--- src/rtl/rmii_rx_framer.sv ---
// rmii_rx_framer: receive-side RMII framer, 100 Mb/s (one dibit per clk).
// Strips preamble/SFD, assembles bytes LSB-first, checks CRC-32 and length, and delivers
// a byte stream with end-of-frame status.
//
// Ports:
//   clk, resetn            : 50 MHz clock, asynchronous active-low reset
//   crs_dv, rx_d, rx_er    : RMII receive pins (registered once before use)
//   m_data/m_valid/m_last  : byte stream, no backpressure
//   frame_done             : one-cycle pulse at end of every frame that reached DATA
//   frame_len, crc_ok, rx_err, len_err, align_err : status, valid with frame_done, held after
module rmii_rx_framer #(
  parameter int unsigned MIN_PREAMBLE = 8,
  parameter int unsigned MIN_LEN      = 64,
  parameter int unsigned MAX_LEN      = 1518,
  parameter logic [31:0] CRC_RESIDUE  = 32'hDEBB20E3
) (
  input  logic        clk,
  input  logic        resetn,
  input  logic        crs_dv,
  input  logic [1:0]  rx_d,
  input  logic        rx_er,
  output logic [7:0]  m_data,
  output logic        m_valid,
  output logic        m_last,
  output logic        frame_done,
  output logic [10:0] frame_len,
  output logic        crc_ok,
  output logic        rx_err,
  output logic        len_err,
  output logic        align_err
);

  localparam logic [3:0]  MinPre = 4'(MIN_PREAMBLE);
  localparam logic [10:0] MinLen = 11'(MIN_LEN);
  localparam logic [10:0] MaxLen = 11'(MAX_LEN);

  typedef enum logic [2:0] {StIdle, StPre, StData, StTrunc, StDrop} state_e;

  function automatic logic [31:0] crc_byte(input logic [31:0] crc, input logic [7:0] b);
    logic [31:0] c;
    c = crc ^ {24'h0, b};
    for (int i = 0; i < 8; i++) begin
      c = c[0] ? ((c >> 1) ^ 32'hEDB88320) : (c >> 1);
    end
    return c;
  endfunction

  state_e      state_q, state_d;
  logic        crs_q, rxer_q;
  logic [1:0]  rxd_q;
  logic [3:0]  pre_cnt_q, pre_cnt_d;
  logic [7:0]  sr_q, sr_d, sr_next;
  logic [1:0]  dib_cnt_q, dib_cnt_d;
  logic [7:0]  hold_byte_q, hold_byte_d;
  logic        hold_full_q, hold_full_d;
  logic [10:0] byte_cnt_q, byte_cnt_d;
  logic [31:0] crc_q, crc_d;
  logic        rx_err_flag_q, rx_err_flag_d;
  // One-dibit delay: a low-carrier dibit is only known to be data once the next cycle is high.
  logic [1:0]  pend_q, pend_d;
  logic        pend_valid_q, pend_valid_d, pend_low_q, pend_low_d;
  logic        drop_low_q, drop_low_d;
  logic        finish, finish_trunc;

  logic [7:0]  m_data_d;
  logic        m_valid_d, m_last_d, frame_done_d;
  logic [10:0] frame_len_d;
  logic        crc_ok_d, rx_err_d, len_err_d, align_err_d;

  always_comb begin
    state_d       = state_q;
    pre_cnt_d     = pre_cnt_q;
    sr_d          = sr_q;
    sr_next       = {pend_q, sr_q[7:2]};
    dib_cnt_d     = dib_cnt_q;
    hold_byte_d   = hold_byte_q;
    hold_full_d   = hold_full_q;
    byte_cnt_d    = byte_cnt_q;
    crc_d         = crc_q;
    rx_err_flag_d = rx_err_flag_q;
    pend_d        = pend_q;
    pend_valid_d  = pend_valid_q;
    pend_low_d    = pend_low_q;
    drop_low_d    = drop_low_q;
    finish        = 1'b0;
    finish_trunc  = 1'b0;
    m_data_d      = m_data;
    m_valid_d     = 1'b0;
    m_last_d      = 1'b0;
    frame_done_d  = 1'b0;
    frame_len_d   = frame_len;
    crc_ok_d      = crc_ok;
    rx_err_d      = rx_err;
    len_err_d     = len_err;
    align_err_d   = align_err;

    unique case (state_q)
      StIdle: begin
        if (crs_q) begin
          state_d   = StPre;
          pre_cnt_d = 4'd0;
        end
      end
      StPre: begin
        if (!crs_q) begin
          state_d = StIdle;
        end else if (rxd_q == 2'b01) begin
          if (pre_cnt_q != 4'd15) pre_cnt_d = pre_cnt_q + 4'd1;
        end else if (rxd_q == 2'b00 && pre_cnt_q == 4'd0) begin
          state_d = StPre;
        end else if (rxd_q == 2'b11 && pre_cnt_q >= MinPre) begin
          state_d       = StData;
          sr_d          = 8'h00;
          dib_cnt_d     = 2'd0;
          byte_cnt_d    = 11'd0;
          crc_d         = '1;
          rx_err_flag_d = 1'b0;
          pend_valid_d  = 1'b0;
          pend_low_d    = 1'b0;
          hold_full_d   = 1'b0;
        end else begin
          state_d    = StDrop;
          drop_low_d = 1'b0;
        end
      end
      StData: begin
        if (!crs_q && pend_valid_q && pend_low_q) begin
          // Second consecutive low: end of frame, the pending low dibit is discarded.
          finish  = 1'b1;
          state_d = StIdle;
        end else begin
          if (rxer_q) rx_err_flag_d = 1'b1;
          pend_d       = rxd_q;
          pend_low_d   = !crs_q;
          pend_valid_d = 1'b1;
          if (pend_valid_q) begin
            if (byte_cnt_q == MaxLen) begin
              // Data beyond MAX_LEN after a carrier toggle: truncate now.
              state_d = StTrunc;
            end else begin
              sr_d      = sr_next;
              dib_cnt_d = dib_cnt_q + 2'd1;
              if (dib_cnt_q == 2'd3) begin
                if (hold_full_q) begin
                  m_valid_d = 1'b1;
                  m_data_d  = hold_byte_q;
                end
                hold_byte_d = sr_next;
                hold_full_d = 1'b1;
                crc_d       = crc_byte(crc_q, sr_next);
                byte_cnt_d  = byte_cnt_q + 11'd1;
                if (byte_cnt_q == MaxLen - 11'd1 && crs_q) state_d = StTrunc;
              end
            end
          end
        end
      end
      StTrunc: begin
        finish       = 1'b1;
        finish_trunc = 1'b1;
        state_d      = StDrop;
        drop_low_d   = !crs_q;
      end
      StDrop: begin
        if (!crs_q) begin
          if (drop_low_q) state_d = StIdle;
          drop_low_d = 1'b1;
        end else begin
          drop_low_d = 1'b0;
        end
      end
      default: state_d = StIdle;
    endcase

    if (finish) begin
      m_valid_d    = hold_full_q;
      m_last_d     = hold_full_q;
      m_data_d     = hold_byte_q;
      hold_full_d  = 1'b0;
      frame_done_d = 1'b1;
      frame_len_d  = byte_cnt_q;
      align_err_d  = (dib_cnt_q != 2'd0);
      crc_ok_d     = (crc_q == CRC_RESIDUE) && (dib_cnt_q == 2'd0);
      len_err_d    = finish_trunc || (byte_cnt_q < MinLen);
      rx_err_d     = rx_err_flag_q;
    end
  end

  always_ff @(posedge clk or negedge resetn) begin
    if (!resetn) begin
      crs_q         <= 1'b0;
      rxd_q         <= 2'b00;
      rxer_q        <= 1'b0;
      state_q       <= StIdle;
      pre_cnt_q     <= 4'd0;
      sr_q          <= 8'h00;
      dib_cnt_q     <= 2'd0;
      hold_byte_q   <= 8'h00;
      hold_full_q   <= 1'b0;
      byte_cnt_q    <= 11'd0;
      crc_q         <= '1;
      rx_err_flag_q <= 1'b0;
      pend_q        <= 2'b00;
      pend_valid_q  <= 1'b0;
      pend_low_q    <= 1'b0;
      drop_low_q    <= 1'b0;
      m_data        <= 8'h00;
      m_valid       <= 1'b0;
      m_last        <= 1'b0;
      frame_done    <= 1'b0;
      frame_len     <= 11'd0;
      crc_ok        <= 1'b0;
      rx_err        <= 1'b0;
      len_err       <= 1'b0;
      align_err     <= 1'b0;
    end else begin
      crs_q         <= crs_dv;
      rxd_q         <= rx_d;
      rxer_q        <= rx_er;
      state_q       <= state_d;
      pre_cnt_q     <= pre_cnt_d;
      sr_q          <= sr_d;
      dib_cnt_q     <= dib_cnt_d;
      hold_byte_q   <= hold_byte_d;
      hold_full_q   <= hold_full_d;
      byte_cnt_q    <= byte_cnt_d;
      crc_q         <= crc_d;
      rx_err_flag_q <= rx_err_flag_d;
      pend_q        <= pend_d;
      pend_valid_q  <= pend_valid_d;
      pend_low_q    <= pend_low_d;
      drop_low_q    <= drop_low_d;
      m_data        <= m_data_d;
      m_valid       <= m_valid_d;
      m_last        <= m_last_d;
      frame_done    <= frame_done_d;
      frame_len     <= frame_len_d;
      crc_ok        <= crc_ok_d;
      rx_err        <= rx_err_d;
      len_err       <= len_err_d;
      align_err     <= align_err_d;
    end
  end

endmodule

--- config.mk ---
export PLATFORM = sky130hd
export DESIGN_NAME = rmii_rx_framer
export DESIGN_NICKNAME = d
export VERILOG_FILES = /design/src/rtl/rmii_rx_framer.sv
export SDC_FILE = /design/constraint.sdc
export NUM_CORES = 1
export LEC_CHECK = 0
export BUFFER_PORTS_ARGS = -buffer_cell sky130_fd_sc_hd__buf_2
export CAP_MARGIN = 5
export CORE_UTILIZATION = 40
export CTS_BUF_LIST = sky130_fd_sc_hd__clkbuf_2
export DETAILED_ROUTE_END_ITERATION = 16
export GPL_TIMING_DRIVEN = 0
export PLACE_DENSITY = 0.58
export SYNTH_ARGS = -nofsm -noshare
export SYNTH_HDL_FRONTEND = slang
export SYNTH_SLANG_ARGS = --single-unit
--- constraint.sdc ---
create_clock -name clk -period 2.6 [get_ports clk]
set_input_delay 0.52 -clock clk [delete_from_list [all_inputs] [get_ports clk]]
set_output_delay 0.52 -clock clk [all_outputs]
set_load 0.02 [all_outputs]
# ---- After elaboration in Yosys (flattened, before gate mapping)
# Cells that the tools add are included.
dict set report op_classes {
  n_eq_ne 40
  n_reduce_logical 32
  add_sub_neg 3
  n_lt_le_gt_ge 2
  mux 102
  bitwise 11
}
# op n
set ops {}
lappend ops {{32-bit 2-to-1 mux} 16}
lappend ops {{8-bit 2-to-1 mux} 14}
lappend ops {{13-bit inverter with 14-bit output} 8}
lappend ops {{11-bit 2-to-1 mux} 8}
lappend ops {{32-bit one-hot mux with 2 select lines} 1}
lappend ops {{3-bit 2-to-1 mux} 12}
lappend ops {{2-bit != test (second input constant)} 17}
lappend ops {{32-bit equality test (second input constant)} 1}
lappend ops {{32-bit by 8-bit XOR with 32-bit output} 1}
lappend ops {{3-bit != test (second input constant)} 10}
lappend ops {{1-bit 2-to-1 mux} 29}
lappend ops {{11-bit equality test (second input constant)} 2}
lappend ops {{11-bit one-hot mux with 2 select lines} 1}
lappend ops {{9-bit AND reduction} 2}
lappend ops {{4-bit 2-to-1 mux} 4}
lappend ops {{8-bit one-hot mux with 2 select lines} 1}
lappend ops {{3-bit one-hot mux with 5 select lines} 1}
lappend ops {{5-bit AND reduction} 3}
lappend ops {{2-bit 2-to-1 mux} 7}
lappend ops {{7-bit AND reduction} 2}
lappend ops {{2-bit nonzero test} 7}
lappend ops {{4-bit != test (second input constant)} 3}
lappend ops {{6-bit AND reduction} 2}
lappend ops {{11-bit by 1-bit adder with 11-bit output (second input constant)} 1}
lappend ops {{other kinds (23)} 37}
dict set report word_totals {
  word_cells 215
  in_bits 6
  out_inout_bits 26
  register_bits 105
}

# ---- Longest topological paths before layout
# Gate-level depths: netlist (run 1).
dict set report logic_depth {
  depth_word 22
  mapped_depth 9
  mapped_depth_nobuf 7
}

# ---- Worst setup path after synthesis (run 1)
# No wires, ideal clock.
dict set report synth_path {
  path_type {register to register}
  startpoint {reg byte_cnt_q[0]}
  endpoint {reg m_data[0]}
  period_less_slack_ns 1.965
  slack_ns 0.635
  arrival_ns 1.837
  setup_time_ns 0.128
  path_stages_with_launch 9
  path_cell_list {dfrtp_1 > inv_1 > ha_1 > and3_1 > and3_1 > clkbuf_1 > o21ai_1 > nand2_1 > mux2_1}
}
dict set report synth_via {
  elab_chain_len 3
}
# item line_no
set synth_rtl {}
lappend synth_rtl {{start: declaration} 56} ;# logic [10:0] byte_cnt_q, byte_cnt_d;
lappend synth_rtl {{start signal: assignment} 226} ;# byte_cnt_q <= byte_cnt_d;
lappend synth_rtl {{11-bit equality test} 137} ;# if (byte_cnt_q == MaxLen) begin
lappend synth_rtl {{2-bit != test (no source line)} n/a}
lappend synth_rtl {{6-bit AND reduction (no source line)} n/a}
lappend synth_rtl {{end signal: assignment} 233} ;# m_data <= m_data_d;
lappend synth_rtl {{end: declaration} 22} ;# output logic [7:0] m_data,
# No other way between the ends.
# A chain may end at the register's enable or synchronous reset.

# ---- Final worst setup path (run 1)
dict set report layout_path {
  startpoint {reg byte_cnt_q[0]}
  endpoint {reg crc_q[8]}
}
dict set report layout_via {
  elab_chain_len 3
}
# item line_no
set layout_rtl {}
lappend layout_rtl {{11-bit equality test} 137}
lappend layout_rtl {{2-bit != test (no source line)} n/a}
lappend layout_rtl {{9-bit AND reduction (no source line)} n/a}
lappend layout_rtl {{end signal: assignment} 227} ;# crc_q <= crc_d;
lappend layout_rtl {{end: declaration} 57} ;# logic [31:0] crc_q, crc_d;
# No other way between the ends.

==> out/qor.csv, run 1 <==
stage,metric,value,unit
status,outcome,"finished, final reports clean",
power,leakagePower,2.628,nW
sta,setup_viol,0,
synth,synthesis.instances,511,
synth,synth_seq_area_share,48.99,%
floorplan,io_pins,32,
synth,netlist_area,0.005343,mm^2
run,max_cap_violations,0,
synth,synth_async_sr_flop_share,100.0,%
floorplan,coreArea,0.01282,mm^2
setup_path,timing.critical_path.required,3.14,ns
floorplan,die_y,117.6,um
clocking,ctsLongestPathBuffers,2,
finish,fin_cells,735,
clocking,postCtsSetupBuffers,0,
sta,timing.final.crit_period,2.400,ns
synth,synth_nets,524,
sta,fin_crit_sh,92.29,%
floorplan,rows,41,
global_routing,grt_pass1_vias,3880,
power,powerDensity,461.3,mW/mm^2
synth,synth_edf_count,0,
sta,slew_violations,0,
power,vdd_drop_max,0.3213,mV
clocking,clkLatencyLatePin,0.61,ns
sta,hold_viol_final,0,
finish,nNetsFinal,572,
clocking,cts_max_level,3,
finish,multi_input_area,0.002575,mm^2
clocking,cts_root_buffer,clkbuf_2,
global_routing,grt_usage,18.23,%
global_routing,grt_pass1_wl,19980,um
setup_path,rrSetupSlack,0.20,ns
global_routing,grt_overflow,0,
worst_hold_path,holdCritPathClass,input port to asynchronous set/reset pin,
route,post_drt_wl_per_cell,15.66,um
setup_path,arrival,2.94,ns
route,drt-initial-drc-count,237,
sta,timing.fmax,416.7,MHz
sta,rsz0062_at_grt,false,
placement,place_congestion,0.8466,
route,ant_nets,0,
placement,dp.cells,715,
clocking,cts_buffers,9,
synth,synth-seq-cells,103,
synth,synth_warnings,0,
setup_path,endpoint_kind,flop,
route,via_count,3759,
finish,syn2layout_area_growth,10.61,%
route,postRouteWirelength,11510,um
setup_path,slowest_delay,0.57,ns
sta,worstMarginPinSlew,0.6705,ns
synth,synthDistinctLibCells,56,
setup_path,cp_max_fo,10,
placement,portBuffers,31,
sta,hold_slack,0.4578,ns
route,dr.pass1.iters,6,
setup_path,critPathKind,flop to flop,
finish,antenna_cells,0,
route,vias_per_cell,5.114,
sta,finClkSkew,0.02973,ns
placement,hpwl,8283,um
sta,slew_headroom,55.30,%
global_routing,antenna_found_initial,0,
clocking,cts_tree,yes,
finish,nFillCells,1281,
setup_path,startpoint_type,flop,
setup_path,cp_slowest_cell,dfrtp_1,
finish,regArea,0.002618,mm^2
global_routing,grt_max_degree,55,
setup_path,critPathBufInv,3,
synth,syn_area_per_cell,10.46,um^2
finish,drive_above_1_share,20.78,%
synth,yosys_most_used_dff,dfrtp_1,
floorplan,floorplan.initialDensity,41.66,%
finish,finish.utilization,46.08,%
route,drc,0,
floorplan,die_area,0.01382,mm^2
setup_path,crit_path_frequent_cell,and3_1,
setup_path,path_cells,"inv_1, ha_1, and3_1, and3_1, clkbuf_1, nor2_2, clkbuf_2, a21oi_1",
floorplan,die_x,117.6,um
clocking,cts_sinks,103,
clocking,path_clk_slew,0.27,ns
setup_path,timing.critical_path.max_delay_family,simple AND/OR/NAND/NOR gates,
[placed cells by master (no fill, tap or decap), drive strengths merged, types with 7 or more instances in the layout]
cell type | Yosys | routed
mux2 | 12 | 12
dfrtp | 71 | 71
nand3 | 13 | 13
nand2 | 65 | 65
nand4 | 13 | 13
xor2 | 30 | 30
clkbuf | 14 | 24
a21oi | 38 | 38
dfstp | 32 | 32
inv | 18 | 19
ha | 7 | 7
mux2i | 8 | 8
o21ai | 24 | 24
and3 | 7 | 7
xnor2 | 43 | 43
nor2 | 53 | 53
buf | 7 | 39
[logic make-up (layout without fill, tap and decap cells)]
kind of cell	after synthesis	after routing	share of synthesized area (%)
AND/OR/NAND/NOR	178	178	16.00
AO/OA/AOI/OAI	87	87	9.579
multiplexers	20	20	4.028
flip-flops	103	103	48.99
XOR/XNOR	77	77	16.86
adder cells (fa/ha/maj)	7	7	1.639
buffers and inverters	39	91	2.904
[cell type report]
class / instances / area share (%)
Timing Repair Buffer: 37 / 3.981
Multi-Input combinational cell: 369 / 43.57
Inverter: 18 / 1.143
Buffer: 21 / 1.524
Clock inverter: 5 / 0.9951
Tap cell: 172 / 3.642
Sequential cell: 103 / 44.29
Clock buffer: 10 / 0.8469
[stage by stage]
stage / area, um^2 / total power, mW / setup TNS (ns) / setup WS [ns]
after floorplan: 5343 / 1.892 / 0 / 0.6351
after global placement: 5713 / 1.971 / -9.087 / -0.1212
after detailed placement: 5743 / 1.985 / -2.065 / -0.1386
after CTS: 5906 / 2.776 / 0 / 0.001393
after global routing: 5909 / 2.881 / 0 / 0.04039
final: 5909 / 2.726 / 0 / 0.2004
[report_power, final]
group	switching [mW]	internal (mW)	total [mW]
sequential	0.0415	1.64	1.68
combinational	0.169	0.116	0.285
clock	0.537	0.221	0.759
total	0.747	1.98	2.73
[registers in the layout, indices dropped and copies added (netlist names), 2 cells and up]
name,flops
pend_q,2
state_q,3
hold_byte_q,8
crc_q,32
dib_cnt_q,2
m_data,8
byte_cnt_q,11
rxd_q,2
pre_cnt_q,4
sr_q,6
frame_len,11
[per-layer routing]
metal  GRT usage, %  vias to the layer above  wire (um)
met3          4.554                       18        342
met2          29.84                       54       5595
met4          5.609                        0        192
li1               -                     1834          -
met1          23.73                     1853       5383
met5              0                        -          0
[Yosys cell counts, drive strengths merged, types with 2 or more instances]
master / instances / area (um^2)
a21oi: 38 / 190.2
or4: 2 / 15.01
and3: 7 / 43.79
o21a: 2 / 15.01
nor3b: 2 / 26.28
nand2: 65 / 244.0
a22o: 2 / 17.52
o22a: 2 / 17.52
xor2: 30 / 292.8
or2: 2 / 12.51
a21boi: 2 / 15.01
o22ai: 3 / 32.53
nor2: 53 / 198.9
xnor2: 43 / 515.5
mux2: 12 / 135.1
xnor3: 3 / 67.56
nand3: 13 / 65.06
nor4: 2 / 12.51
nand2b: 6 / 37.54
dfrtp: 71 / 1777
nand4: 13 / 87.58
inv: 18 / 67.56
dfstp: 32 / 840.8
nor3: 2 / 10.01
clkbuf: 14 / 52.55
o211ai: 2 / 15.01
buf: 7 / 35.03
a31oi: 6 / 37.54
nor4bb: 2 / 20.02
o21ai: 24 / 120.1
ha: 7 / 87.58
mux2i: 8 / 80.08
[final timing paths]
| kind | startpoint | end | cells after the start |
|---|---|---|---|
| max in group asynchronous | resetn | crc_q[31]$_DFFE_PN1P_ | 3 |
| min in group clk | hold_byte_q[3]$_DFFE_PN0P_ | m_data[3]$_DFFE_PN0P_ | 1 |
| hold reg to reg | hold_byte_q[3]$_DFFE_PN0P_ | m_data[3]$_DFFE_PN0P_ | 1 |
| hold / removal | resetn | sr_q[2]$_DFFE_PN0P_ | 2 |
| setup reg to reg | byte_cnt_q[0]$_DFFE_PN0P_ | crc_q[8]$_DFFE_PN1P_ | 8 |
| setup / recovery | byte_cnt_q[0]$_DFFE_PN0P_ | crc_q[8]$_DFFE_PN1P_ | 8 |
[repair_timing]
action	4_1_cts	5_1_grt
setup endpoints to repair	27	18
resized for setup	2	3
hold endpoints to repair	32	0
hold buffers	5	0
gates cloned	0	0
(Power assumes the default switching activity.)
==> run 2, diff against run 1 <==
CORE_MARGIN = 3   (was unset)
TNS_END_PERCENT = 1   (was unset)
==> run 2 against run 1 <==
Compared with the run above:
- via count shrank 1.5%
- fmax is essentially flat
- register-to-register slack is essentially flat
- critical path depth is the same
- routed wire length is essentially flat
- global-route usage shrank 1.2 points
- largest power group unchanged
==> out/qor.csv, run 2 (synthesis results as in run 1) <==
stage,metric,value,unit,change
clocking,postCtsSetupBuffers,0,,unchanged
setup_path,crit_path_frequent_cell,and3_1,,
global_routing,grt_overflow,0,,unchanged
clocking,cts_buffers,9,,unchanged
setup_path,timing.critical_path.required,3.10,ns,-0.04 ns
route,ant_nets,0,,unchanged
clocking,cts_root_buffer,clkbuf_2,,
setup_path,cp_max_fo,9,,-1
finish,nFillCells,1287,,+0.47%
finish,multi_input_area,0.002580,mm^2,+0.19%
placement,place_area,0.005743,mm^2,unchanged
finish,drive_above_1_share,20.74,%,-0.037 points
setup_path,arrival,2.90,ns,-0.04 ns
global_routing,grt_pass1_wl,19690,um,-1.5%
setup_path,r2r_end,m_data[7]$_DFFE_PN0P_,,
setup_path,critPathKind,flop to flop,,
setup_path,startpoint,byte_cnt_q[0]$_DFFE_PN0P_,,
placement,portBuffers,31,,unchanged
setup_path,critPathBufInv,2,,-1
power,vdd_drop_max,0.3445,mV,+7.2%
finish,finish.utilization,46.00,%,-0.078 points
sta,slew_violations,0,,unchanged
route,drt-initial-drc-count,222,,-6.3%
floorplan,die_y,121.6,um,+3.4%
clocking,cts_tree,yes,,
clocking,clkLatencyLatePin,0.60,ns,about the same
global_routing,grt_pass1_vias,3844,,-0.93%
sta,rsz0062_at_grt,true,,
clocking,cts_sinks,103,,unchanged
global_routing,grt_max_degree,64,,+16%
route,post_drt_wl_per_cell,15.65,um,about the same
route,vias_per_cell,5.029,,-1.7%
sta,timing.final.crit_period,2.398,ns,-0.001486 ns
power,powerDensity,451.5,mW/mm^2,-2.1%
finish,antenna_cells,0,,unchanged
route,via_count,3701,,-1.5%
clocking,path_clk_slew,0.29,ns,+0.02 ns
setup_path,startpoint_type,flop,,
setup_path,path_cells,"inv_1, ha_1, and3_1, and3_1, clkbuf_1, o21ai_1, nand2_2, mux2_1",,
floorplan,floorplan.initialDensity,41.66,%,unchanged
placement,place_congestion,0.8279,,-2.2%
route,dr.pass1.iters,5,,-1
finish,stdcell_area,0.005899,mm^2,-0.17%
finish,biggestRegsByFlops,"crc_q: 32 flops, byte_cnt_q: 11 flops, frame_len: 11 flops",,
setup_path,timing.critical_path.max_delay_family,simple AND/OR/NAND/NOR gates,,
floorplan,rows,41,,unchanged
power,leakagePower,2.628,nW,about the same
finish,nNetsFinal,572,,unchanged
sta,setup_viol,0,,unchanged
setup_path,worst-r2r-cell-count,8,,unchanged
sta,finClkSkew,0.02907,ns,-0.0006609 ns
status,outcome,"finished, final reports clean",,
finish,largest_register_ffs,32,,unchanged
finish,top_register,crc_q,,
setup_path,r2r_start,byte_cnt_q[0]$_DFFE_PN0P_,,
finish,regArea,0.002618,mm^2,unchanged
sta,hold_viol_final,0,,unchanged
run,max_cap_violations,0,,unchanged
clocking,ctsLongestPathBuffers,2,,unchanged
setup_path,rrSetupSlack,0.20,ns,about the same
setup_path,cp_slowest_cell,dfrtp_1,,
sta,slew_headroom,61.49,%,+6.2 points
global_routing,antenna_found_initial,0,,unchanged
worst_hold_path,holdCritPathClass,input port to asynchronous set/reset pin,,
sta,fin_crit_sh,92.24,%,about the same
clocking,cts_max_level,3,,unchanged
global_routing,grt_usage,16.98,%,-1.2 points
route,drc,0,,unchanged
finish,layout_commonest_cell,dfrtp_1,,
setup_path,endpoint_kind,flop,,
placement,hpwl,8299,um,+0.20%
floorplan,coreArea,0.01282,mm^2,unchanged
sta,timing.fmax,417.0,MHz,about the same
setup_path,slowest_delay,0.54,ns,-0.03 ns
sta,worstMarginPinSlew,0.5748,ns,-0.09567 ns
sta,hold_slack,0.4196,ns,-0.03819 ns
floorplan,io_pins,32,,unchanged
finish,syn2layout_area_growth,10.42,%,
route,postRouteWirelength,11520,um,about the same
floorplan,die_area,0.01478,mm^2,+6.9%
floorplan,die_x,121.6,um,+3.4%
finish,layout_common_cells,"dfrtp_1, nand2_1, nor2_1",,
[run 2: where the power goes]
part           internal (mW)  switching, mW  total (mW)
clock                  0.137          0.557       0.695
sequential              1.64         0.0426        1.68
combinational          0.116          0.169       0.285
total                   1.89          0.769        2.66
[run 2: per-layer routing]
metal	GRT usage [%]	up-vias	part of all wire (%)	wire [um]
li1	-	1825	-	-
met1	22.15	1807	46	5340
met2	28.15	61	49	5679
met3	4.503	8	3.6	413
met4	4.552	0	0.74	85
met5	0	-	0	0
[run 2: worst reg2reg max path, cell delays in order, from the launching register on]
cell	delay, ns
dfrtp_1	0.54
inv_1	0.12
ha_1	0.18
and3_1	0.21
and3_1	0.17
clkbuf_1	0.36
o21ai_1	0.16
nand2_2	0.22
mux2_1	0.34
[run 2: repair_timing]
action | 4_1_cts | 5_1_grt
resized for setup | 3 | 2
endpoints found under the setup margin | 23 | 29
endpoints found under the hold margin | 23 | 0
pin swaps | 0 | 0
hold buffers | 5 | 0
[run 2: worst max-delay path by stage]
stage	to	slack [ns]	cells past startpoint
floorplan	m_data[0]$_DFFE_PN0P_	0.64	8
global placement	pre_cnt_q[1]$_DFFE_PN0P_	-0.11	1
detailed placement	crc_q[14]$_DFFE_PN1P_	-0.12	8
CTS	m_data[7]$_DFFE_PN0P_	0.11	8
global route	m_data[7]$_DFFE_PN0P_	-0.02	8
finish	m_data[7]$_DFFE_PN0P_	0.20	8
[run 2: final cells by class]
class / instances / area share (%)
Clock buffer: 10 / 0.8484
Tap cell: 172 / 3.648
Multi-Input combinational cell: 369 / 43.73
Timing Repair Buffer: 37 / 3.987
Inverter: 18 / 1.145
Buffer: 21 / 1.527
Clock inverter: 6 / 0.7423
Sequential cell: 103 / 44.37
[run 2: per-stage QoR]
| step | TNS (ns) | std cells | worst slack, ns | power (mW) |
|---|---|---|---|---|
| 2_1_floorplan | 0 | 511 | 0.6351 | 1.892 |
| 3_3_place_gp | -9.234 | 714 | -0.1150 | 1.971 |
| 3_5_place_dp | -1.827 | 715 | -0.1238 | 1.985 |
| 4_1_cts | 0 | 736 | 0.1112 | 2.706 |
| 5_1_grt | -0.04936 | 736 | -0.02313 | 2.811 |
| 6_report | 0 | 736 | 0.2018 | 2.664 |
